===== config.mk =====
export PLATFORM = sky130hd
export DESIGN_NAME = instr_fetch_unit
export DESIGN_NICKNAME = d
export VERILOG_FILES = /design/src/rtl/ifu_pkg.sv /design/src/rtl/ifu_pc_next.sv /design/src/rtl/instr_fetch_unit.sv
export SDC_FILE = /design/constraint.sdc
export NUM_CORES = 1
export LEC_CHECK = 0
export CORE_ASPECT_RATIO = 2
export CORE_MARGIN = 2
export CORE_UTILIZATION = 40
export DETAILED_ROUTE_END_ITERATION = 8
export PLACE_DENSITY_LB_ADDON = 0.15
export SYNTH_ARGS = -nofsm -noshare
export SYNTH_HDL_FRONTEND = slang
export SYNTH_SLANG_ARGS = --single-unit

===== constraint.sdc =====
create_clock -name clk -period 1.7 [get_ports clk]
set_clock_uncertainty 0.1 [all_clocks]
set_input_delay 0.34 -clock clk [delete_from_list [all_inputs] [get_ports clk]]
set_output_delay 0.34 -clock clk [all_outputs]
set_load 0.01 [all_outputs]

===== src/rtl/ifu_pkg.sv =====
// Shared encodings for the fetch/PC stage and the controller: PC source select,
// fetch states, instruction field positions and opcode constants.
package ifu_pkg;

    localparam int unsigned PCSRC_W    = 2;
    localparam int unsigned OPCODE_W   = 4;
    localparam int unsigned FUNC_W     = 4;
    localparam int unsigned OPCODE_MSB = 15;
    localparam int unsigned OPCODE_LSB = 12;
    localparam int unsigned FUNC_MSB   = 3;
    localparam int unsigned FUNC_LSB   = 0;
    localparam int unsigned JMP_IMM_W  = 12;

    typedef enum logic [PCSRC_W-1:0] {
        PCSRC_ALU    = 2'b00,
        PCSRC_JMP    = 2'b01,
        PCSRC_ALUOUT = 2'b10,
        PCSRC_HOLD   = 2'b11
    } pcsrc_e;

    typedef enum logic {
        F_IDLE = 1'b0,
        F_REQ  = 1'b1
    } fetch_state_e;

    localparam logic [OPCODE_W-1:0] OP_JMP = 4'b0011;

endpackage


===== src/rtl/ifu_pc_next.sv =====
// Next-PC selection and PC load-enable; the result equals pc when no load happens.
module ifu_pc_next
    import ifu_pkg::*;
#(
    parameter int unsigned PC_W = 16
) (
    input  logic [PC_W-1:0]      pc,
    input  logic [JMP_IMM_W-1:0] jmp_imm,
    input  logic [PCSRC_W-1:0]   pc_src,
    input  logic                 pc_write,
    input  logic                 pc_beq_cond,
    input  logic                 pc_bnq_cond,
    input  logic                 alu_zero,
    input  logic [PC_W-1:0]      alu_result,
    input  logic [PC_W-1:0]      alu_out_reg,
    output logic [PC_W-1:0]      pc_next_c
);

    logic pc_load_c;

    always_comb begin
        pc_load_c = pc_write | (pc_beq_cond & alu_zero) | (pc_bnq_cond & ~alu_zero);
        pc_next_c = pc;
        if (pc_load_c) begin
            case (pcsrc_e'(pc_src))
                PCSRC_ALU:    pc_next_c = alu_result;
                PCSRC_JMP:    pc_next_c = {pc[PC_W-1:JMP_IMM_W], jmp_imm};
                PCSRC_ALUOUT: pc_next_c = alu_out_reg;
                default:      pc_next_c = pc;
            endcase
        end
    end

endmodule


===== src/rtl/instr_fetch_unit.sv =====
// Fetch/PC stage: owns PC and IR, fetches over a req/ack memory handshake.
// IFU_FETCH_TIMEOUT_EN adds a fetch watchdog with a sticky fetch_err flag.
module instr_fetch_unit
    import ifu_pkg::*;
#(
    parameter int unsigned     PC_W     = 16,
    parameter int unsigned     IR_W     = 16,
    parameter logic [PC_W-1:0] RESET_PC = '0
`ifdef IFU_FETCH_TIMEOUT_EN
    ,
    parameter int unsigned     TIMEOUT_CYCLES = 64
`endif
) (
    input  logic                clk,
    input  logic                rst_n,
    input  logic                fetch_start,
    input  logic [PCSRC_W-1:0]  PCSrc,
    input  logic                PCWrite,
    input  logic                PCBEqCond,
    input  logic                PCBNqCond,
    input  logic [PC_W-1:0]     alu_result,
    input  logic [PC_W-1:0]     alu_out_reg,
    input  logic                alu_zero,
    output logic                imem_req,
    output logic [PC_W-1:0]     imem_addr,
    input  logic                imem_ack,
    input  logic [IR_W-1:0]     imem_rdata,
    output logic [PC_W-1:0]     pc,
    output logic [IR_W-1:0]     ir,
    output logic [OPCODE_W-1:0] opcode,
    output logic [FUNC_W-1:0]   func_field,
    output logic                ir_valid,
    output logic                fetch_busy,
    output logic                fetch_err
);

    fetch_state_e    state_q, state_d;
    logic            req_q, req_d;
    logic [PC_W-1:0] addr_q, addr_d;
    logic [IR_W-1:0] ir_q, ir_d;
    logic            valid_q, valid_d;
    logic [PC_W-1:0] pc_q, pc_next_c;

`ifdef IFU_FETCH_TIMEOUT_EN
    localparam int unsigned TMO_W = $clog2(TIMEOUT_CYCLES + 1);
    logic [TMO_W-1:0] cnt_q, cnt_d;
    logic             err_q, err_d;
`endif

    ifu_pc_next #(
        .PC_W (PC_W)
    ) u_pc_next (
        .pc          (pc_q),
        .jmp_imm     (ir_q[JMP_IMM_W-1:0]),
        .pc_src      (PCSrc),
        .pc_write    (PCWrite),
        .pc_beq_cond (PCBEqCond),
        .pc_bnq_cond (PCBNqCond),
        .alu_zero    (alu_zero),
        .alu_result  (alu_result),
        .alu_out_reg (alu_out_reg),
        .pc_next_c   (pc_next_c)
    );

    // Fetch FSM next-state and next-register values
    always_comb begin
        state_d = state_q;
        req_d   = req_q;
        addr_d  = addr_q;
        ir_d    = ir_q;
        valid_d = 1'b0;
`ifdef IFU_FETCH_TIMEOUT_EN
        cnt_d   = cnt_q;
        err_d   = err_q;
`endif
        case (state_q)
            F_IDLE: begin
                if (fetch_start) begin
                    state_d = F_REQ;
                    req_d   = 1'b1;
                    addr_d  = pc_q;
`ifdef IFU_FETCH_TIMEOUT_EN
                    cnt_d   = '0;
`endif
                end
            end
            F_REQ: begin
                if (imem_ack) begin
                    state_d = F_IDLE;
                    req_d   = 1'b0;
                    ir_d    = imem_rdata;
                    valid_d = 1'b1;
                end
`ifdef IFU_FETCH_TIMEOUT_EN
                else if (cnt_q == TMO_W'(TIMEOUT_CYCLES - 1)) begin
                    state_d = F_IDLE;
                    req_d   = 1'b0;
                    err_d   = 1'b1;
                end else begin
                    cnt_d = cnt_q + TMO_W'(1);
                end
`endif
            end
            default: begin
                state_d = F_IDLE;
                req_d   = 1'b0;
            end
        endcase
    end

    always_ff @(posedge clk or negedge rst_n) begin
        if (!rst_n) begin
            state_q <= F_IDLE;
            req_q   <= 1'b0;
            addr_q  <= '0;
            ir_q    <= '0;
            valid_q <= 1'b0;
            pc_q    <= RESET_PC;
`ifdef IFU_FETCH_TIMEOUT_EN
            cnt_q   <= '0;
            err_q   <= 1'b0;
`endif
        end else begin
            state_q <= state_d;
            req_q   <= req_d;
            addr_q  <= addr_d;
            ir_q    <= ir_d;
            valid_q <= valid_d;
            pc_q    <= pc_next_c;
`ifdef IFU_FETCH_TIMEOUT_EN
            cnt_q   <= cnt_d;
            err_q   <= err_d;
`endif
        end
    end

    // A fetch is outstanding exactly while the request is raised
    assign imem_req   = req_q;
    assign fetch_busy = req_q;
    assign imem_addr  = addr_q;
    assign pc         = pc_q;
    assign ir         = ir_q;
    assign ir_valid   = valid_q;
    assign opcode     = ir_q[OPCODE_MSB:OPCODE_LSB];
    assign func_field = ir_q[FUNC_MSB:FUNC_LSB];

`ifdef IFU_FETCH_TIMEOUT_EN
    assign fetch_err = err_q;
`else
    assign fetch_err = 1'b0;
`endif

endmodule


### Yosys cells after proc, flatten, opt, wreduce, memory -nomap -nowiden

Cells that the tools add are included.

| operators by class | value |
|---|---|
| add/sub/neg operators | 0 |
| $mul | 0 |
| divide/modulo/power cells | 0 |
| order comparisons | 0 |
| equal/unequal tests | 4 |
| shift-type cells | 0 |
| muxes and demuxes | 9 |
| bitwise gates (word level) | 7 |
| reduce and logical (&&, ||, !) cells | 8 |

Operators with widths:

| operator | count |
|---|---|
| $pmux W16 S3 | 1 |
| $reduce_and A2 Y1 | 4 |
| $mux W1 | 6 |
| $ne A2 B2 Y1 const B | 2 |
| $pmux W1 S2 | 2 |
| $not A1 Y1 | 3 |
| $reduce_and A3 Y1 | 1 |
| $reduce_bool A3 Y1 | 1 |
| $and A1 B1 Y1 | 2 |
| $eq A2 B1 Y1 const B | 1 |
| $eq A2 B2 Y1 const B | 1 |
| $logic_not A2 Y1 | 1 |
| $or A1 B1 Y1 | 2 |
| $reduce_bool A2 Y1 | 1 |

| storage, ports and cells | value |
|---|---|
| bits in registers | 51 |
| bits in latches | 0 |
| memory bits (writable) | 0 |
| memory bits (read-only) | 0 |
| bits of input ports | 58 |
| output and inout port bits | 60 |
| word-level logic and storage cells | 35 |
| memories | 0 |

### Depth between registers and ports, before layout

| depth | value |
|---|---|
| depth after elaboration | 4 |
| gate-level depth with buffers | 7 |
| gate-level depth less buffers | 5 |

### Modules after synthesis

A second synthesis with hierarchy kept.

| second synthesis, totals | value |
|---|---|
| cell total of the unflattened synthesis | 177 |
| area, all modules | 2546.2 um^2 |

Modules (own cells, without submodules):

| module | times used | cells an instance | area an instance (um^2) | seq. area each (um^2) |
|---|---|---|---|---|
| instr_fetch_unit | 1 | 104 | 1840.5 | 1276.2 |
| ifu_pc_next | 1 | 73 | 705.7 | 0.0 |

### Worst setup path before layout

OpenSTA, ideal clock, no wires.

| path | value |
|---|---|
| path kind | in2reg |
| start | input port PCSrc[0] |
| end | register pc_q[12] (netlist: pc[12]) |
| library setup time | 0.125 ns |
| data arrival time | 1.391 ns |
| data required time | 1.475 ns |
| path slack | 0.084 ns |
| cell stages on the path | 6 |
| cell sequence | inv_1 -> ha_1 -> buf_2 -> nor2_1 -> a211oi_2 -> mux2_2 |

| between the ends | value |
|---|---|
| longest elaborated chain between the ends | 3 |

Ends and longest elaborated chain:

| what | RTL line | RTL |
|---|---|---|
| start: declaration | instr_fetch_unit.sv:17 | `input logic [PCSRC_W-1:0] PCSrc,` |
| $eq A2 B2 Y1, or another cell as far along | ifu_pc_next.sv:25 | `case (pcsrc_e'(pc_src))` |
| $reduce_bool A2 Y1 (no line) or $not A1 Y1 (tied branches) | -- |  |
| $reduce_and A3 Y1 (no line) | -- |  |
| end signal: assignment | instr_fetch_unit.sv:129 | `pc_q <= pc_next_c;` |
| end: declaration | instr_fetch_unit.sv:42 | `logic [PC_W-1:0] pc_q, pc_next_c;` |

Several ways; a longest one is shown, not always the timed one.
A chain may end at the register's enable or synchronous reset.

### Final worst setup path

| path | value |
|---|---|
| start | register pc_q[15] (netlist: pc[15]) |
| end | output port pc[15] |

RTL lines:

| what | RTL line | RTL |
|---|---|---|
| end: declaration | instr_fetch_unit.sv:28 | `output logic [PC_W-1:0] pc,` |

No word-level cell between the ends.

==> impl_metrics.json <==
{
  "grt_max_degree": 35,
  "grt_usage_pct": 19.5,
  "period_share_pct": 98.7,
  "clkTransAtPathRegs_ns": 0.06,
  "postRouteAntennaNets": 0,
  "power.density_nw_per_um2": 1190,
  "fmax_ghz": 0.596,
  "irDropWorstVdd_v": 0.000936,
  "dr.pass1.iters": 4,
  "io_buffers": 116,
  "synth_cells": 186,
  "num_rows": 39,
  "nNetsFinal": 368,
  "startpoint_type": "flop",
  "vias": 1868,
  "setup_tns_ns": 0,
  "clk_latency_ns": 0.28,
  "path_cells": "clkdlybuf4s50_1",
  "core_area_um2": 5710,
  "gp_congestion": 0.783,
  "start_util_pct": 41.4,
  "critPathBufInv": 1,
  "crit_path_max_fanout": 3,
  "synth_seq_area_share_pct": 54.0,
  "drive_above_1_share_pct": 25.2,
  "post_drt_wl_per_cell_um": 16.6,
  "period_needed_ns": 1.68,
  "min_from": "imem_addr[6]",
  "numCtsBuffers": 5,
  "holdPathEnd": "imem_addr[6]",
  "leakage_nw": 1.80,
  "synth_seq_cells": 51,
  "synthToLayoutAreaGrowth_pct": 64.9,
  "hold_path.class": "reg2reg",
  "final_common_cell": "clkdlybuf4s50_1",
  "hold_path_depth": 1,
  "path_class": "reg2out",
  "die_x_um": 58.4,
  "synth_cell_types": 20,
  "cts_sinks": 51,
  "max_stage_delay_ns": 0.56,
  "maxCapViolations": 0,
  "crit_path_end_kind": "output port",
  "routed_via_density": 5.09,
  "rr_startpoint": "ir[0]",
  "seq_area_um2": 1280,
  "synth_area_um2": 2360,
  "final_cell_mix": "clkdlybuf4s50_1, dfrtp_1, mux2_2",
  "required_ns": 1.26,
  "n_antenna_cell": 0,
  "status": "completed",
  "r2r_cells": 4,
  "synthTopCellsByArea": "dfrtp_1, mux2_2, mux2_4, a22oi_1, buf_4",
  "cts_max_path_buffers": 2,
  "drc": 0,
  "grt.overflow.total": 0,
  "syn-num-nets": 248,
  "r2r_end": "pc[0]",
  "hold_viol": 0,
  "die_h_um": 113,
  "post-dp-hpwl_um": 4580,
  "arrival_ns": 1.24,
  "grt_pass1_vias": 1960,
  "synth_area_per_cell_um2": 12.7,
  "final_cells": 367,
  "cpLargestDelayFamily": "buffers and inverters",
  "dieArea_um2": 6580,
  "rrSetupSlack_ns": 0.41,
  "grt_pass1_wl_um": 9600,
  "antenna_found_initial": 0,
  "placed_cells": 354,
  "yosys_warnings": 0,
  "cts-root-buf": "clkbuf_16",
  "drv_slew": 0,
  "fill_cells": 444,
  "tritoncts": "yes",
  "multi_input_comb_area_um2": 950,
  "wl_um": 6100,
  "crit_slowest_cell": "clkdlybuf4s50_1",
  "setup_violations": 0,
  "drtIter0Drc": 44,
  "yosys.area.top_type": "dfrtp_1",
  "yosysTopAreaCellShare_pct": 54.0,
  "io_pins": 118,
  "holdWs_ns": 0.400,
  "htreeDepth": 2
}
==> final cells by class <==
| type | count | share of cell area, % |
|---|---|---|
| sequential | 51 | 32.7 |
| multi-input combinational | 106 | 24.4 |
| clock inverter | 1 | 0.770 |
| clock buffer | 6 | 3.30 |
| tap | 61 | 1.96 |
| timing repair buffer | 133 | 36.0 |
| inverter | 9 | 0.866 |
==> worst max-delay path by stage <==
stage,startpoint,to,slack [ns],cells past startpoint
final,pc[15],pc[15],0.02,1
after global placement,PCSrc[0],pc[10],-0.38,7
after floorplan,PCSrc[0],pc[12],0.08,6
after CTS,pc[6],pc[6],0.003,1
after detailed placement,PCSrc[0],pc[10],-0.42,7
after global routing,PCBNqCond,pc[1],-0.01,6
==> timing repair <==
action / 4_1_cts / 5_1_grt
endpoints found under the setup margin: 19 / 19
resized for setup: 7 / 13
hold buffers: 1 / 0
cloned: 0 / 1
pin swaps: 0 / 2
endpoints found under the hold margin: 17 / 0
buffers inserted: 1 / 3
==> cells in the mapped netlist, drive strengths merged <==
| cell | number |
|---|---|
| a211oi | 1 |
| nor2 | 15 |
| nand2 | 1 |
| clkbuf | 3 |
| conb | 1 |
| nand3 | 4 |
| mux2i | 1 |
| a21oi | 14 |
| a22oi | 12 |
| buf | 17 |
| inv | 9 |
| dfrtp | 51 |
| nand2b | 1 |
| o21ai | 4 |
| ha | 4 |
| mux2 | 48 |
==> where the power goes <==
part / switching (mW) / total [mW] / internal, mW
sequential: 0.234 / 1.78 / 1.55
clock: 0.406 / 1.09 / 0.687
combinational: 0.608 / 1.76 / 1.15
==> registers in the layout, indices dropped and copies added, names as in the netlist <==
signal,flops
state_q,1
pc,16
ir,16
fetch_busy,1
imem_addr,16
ir_valid,1
==> metal layers <==
| layer | up-vias | track usage (%) | part of all wire (%) |
|---|---|---|---|
| met1 | 898 | 20.5 | 33 |
| met3 | 11 | 4.11 | 6.6 |
| met5 | - | 0 | 0 |
| li1 | 872 | - | - |
| met4 | 0 | 7.91 | 2.5 |
| met2 | 87 | 35.8 | 58 |
==> worst register-to-register path, delay by kind of cell (launching register included) <==
kind,cells,cell delay [ns]
AO/OA/AOI/OAI,2,0.26
buffers and inverters,1,0.15
multiplexers,1,0.26
flip-flops,1,0.41
==> through the flow <==
stage	cell area (um2)	utilization, %	power (mW)	setup slack, ns
final	3900	68.3	4.64	0.0225
after global routing	3900	68.3	4.87	-0.0138
after CTS	3810	66.8	4.67	0.00280
after detailed placement	3620	63.5	3.56	-0.421
after global placement	3620	63.5	3.52	-0.384
after floorplan	2360	-	2.51	0.0844
==> kinds of logic after synthesis <==
logic type / after synthesis / share of synthesized area, %
other: 1 / 0.159
adders and majority gates: 4 / 2.12
and+or+nand+nor: 21 / 3.65
AOI/OAI and AO/OA: 31 / 8.31
muxes: 49 / 24.9
DFF: 51 / 54.0
buffers and inverters: 29 / 6.93
(Power assumes the default switching activity.)
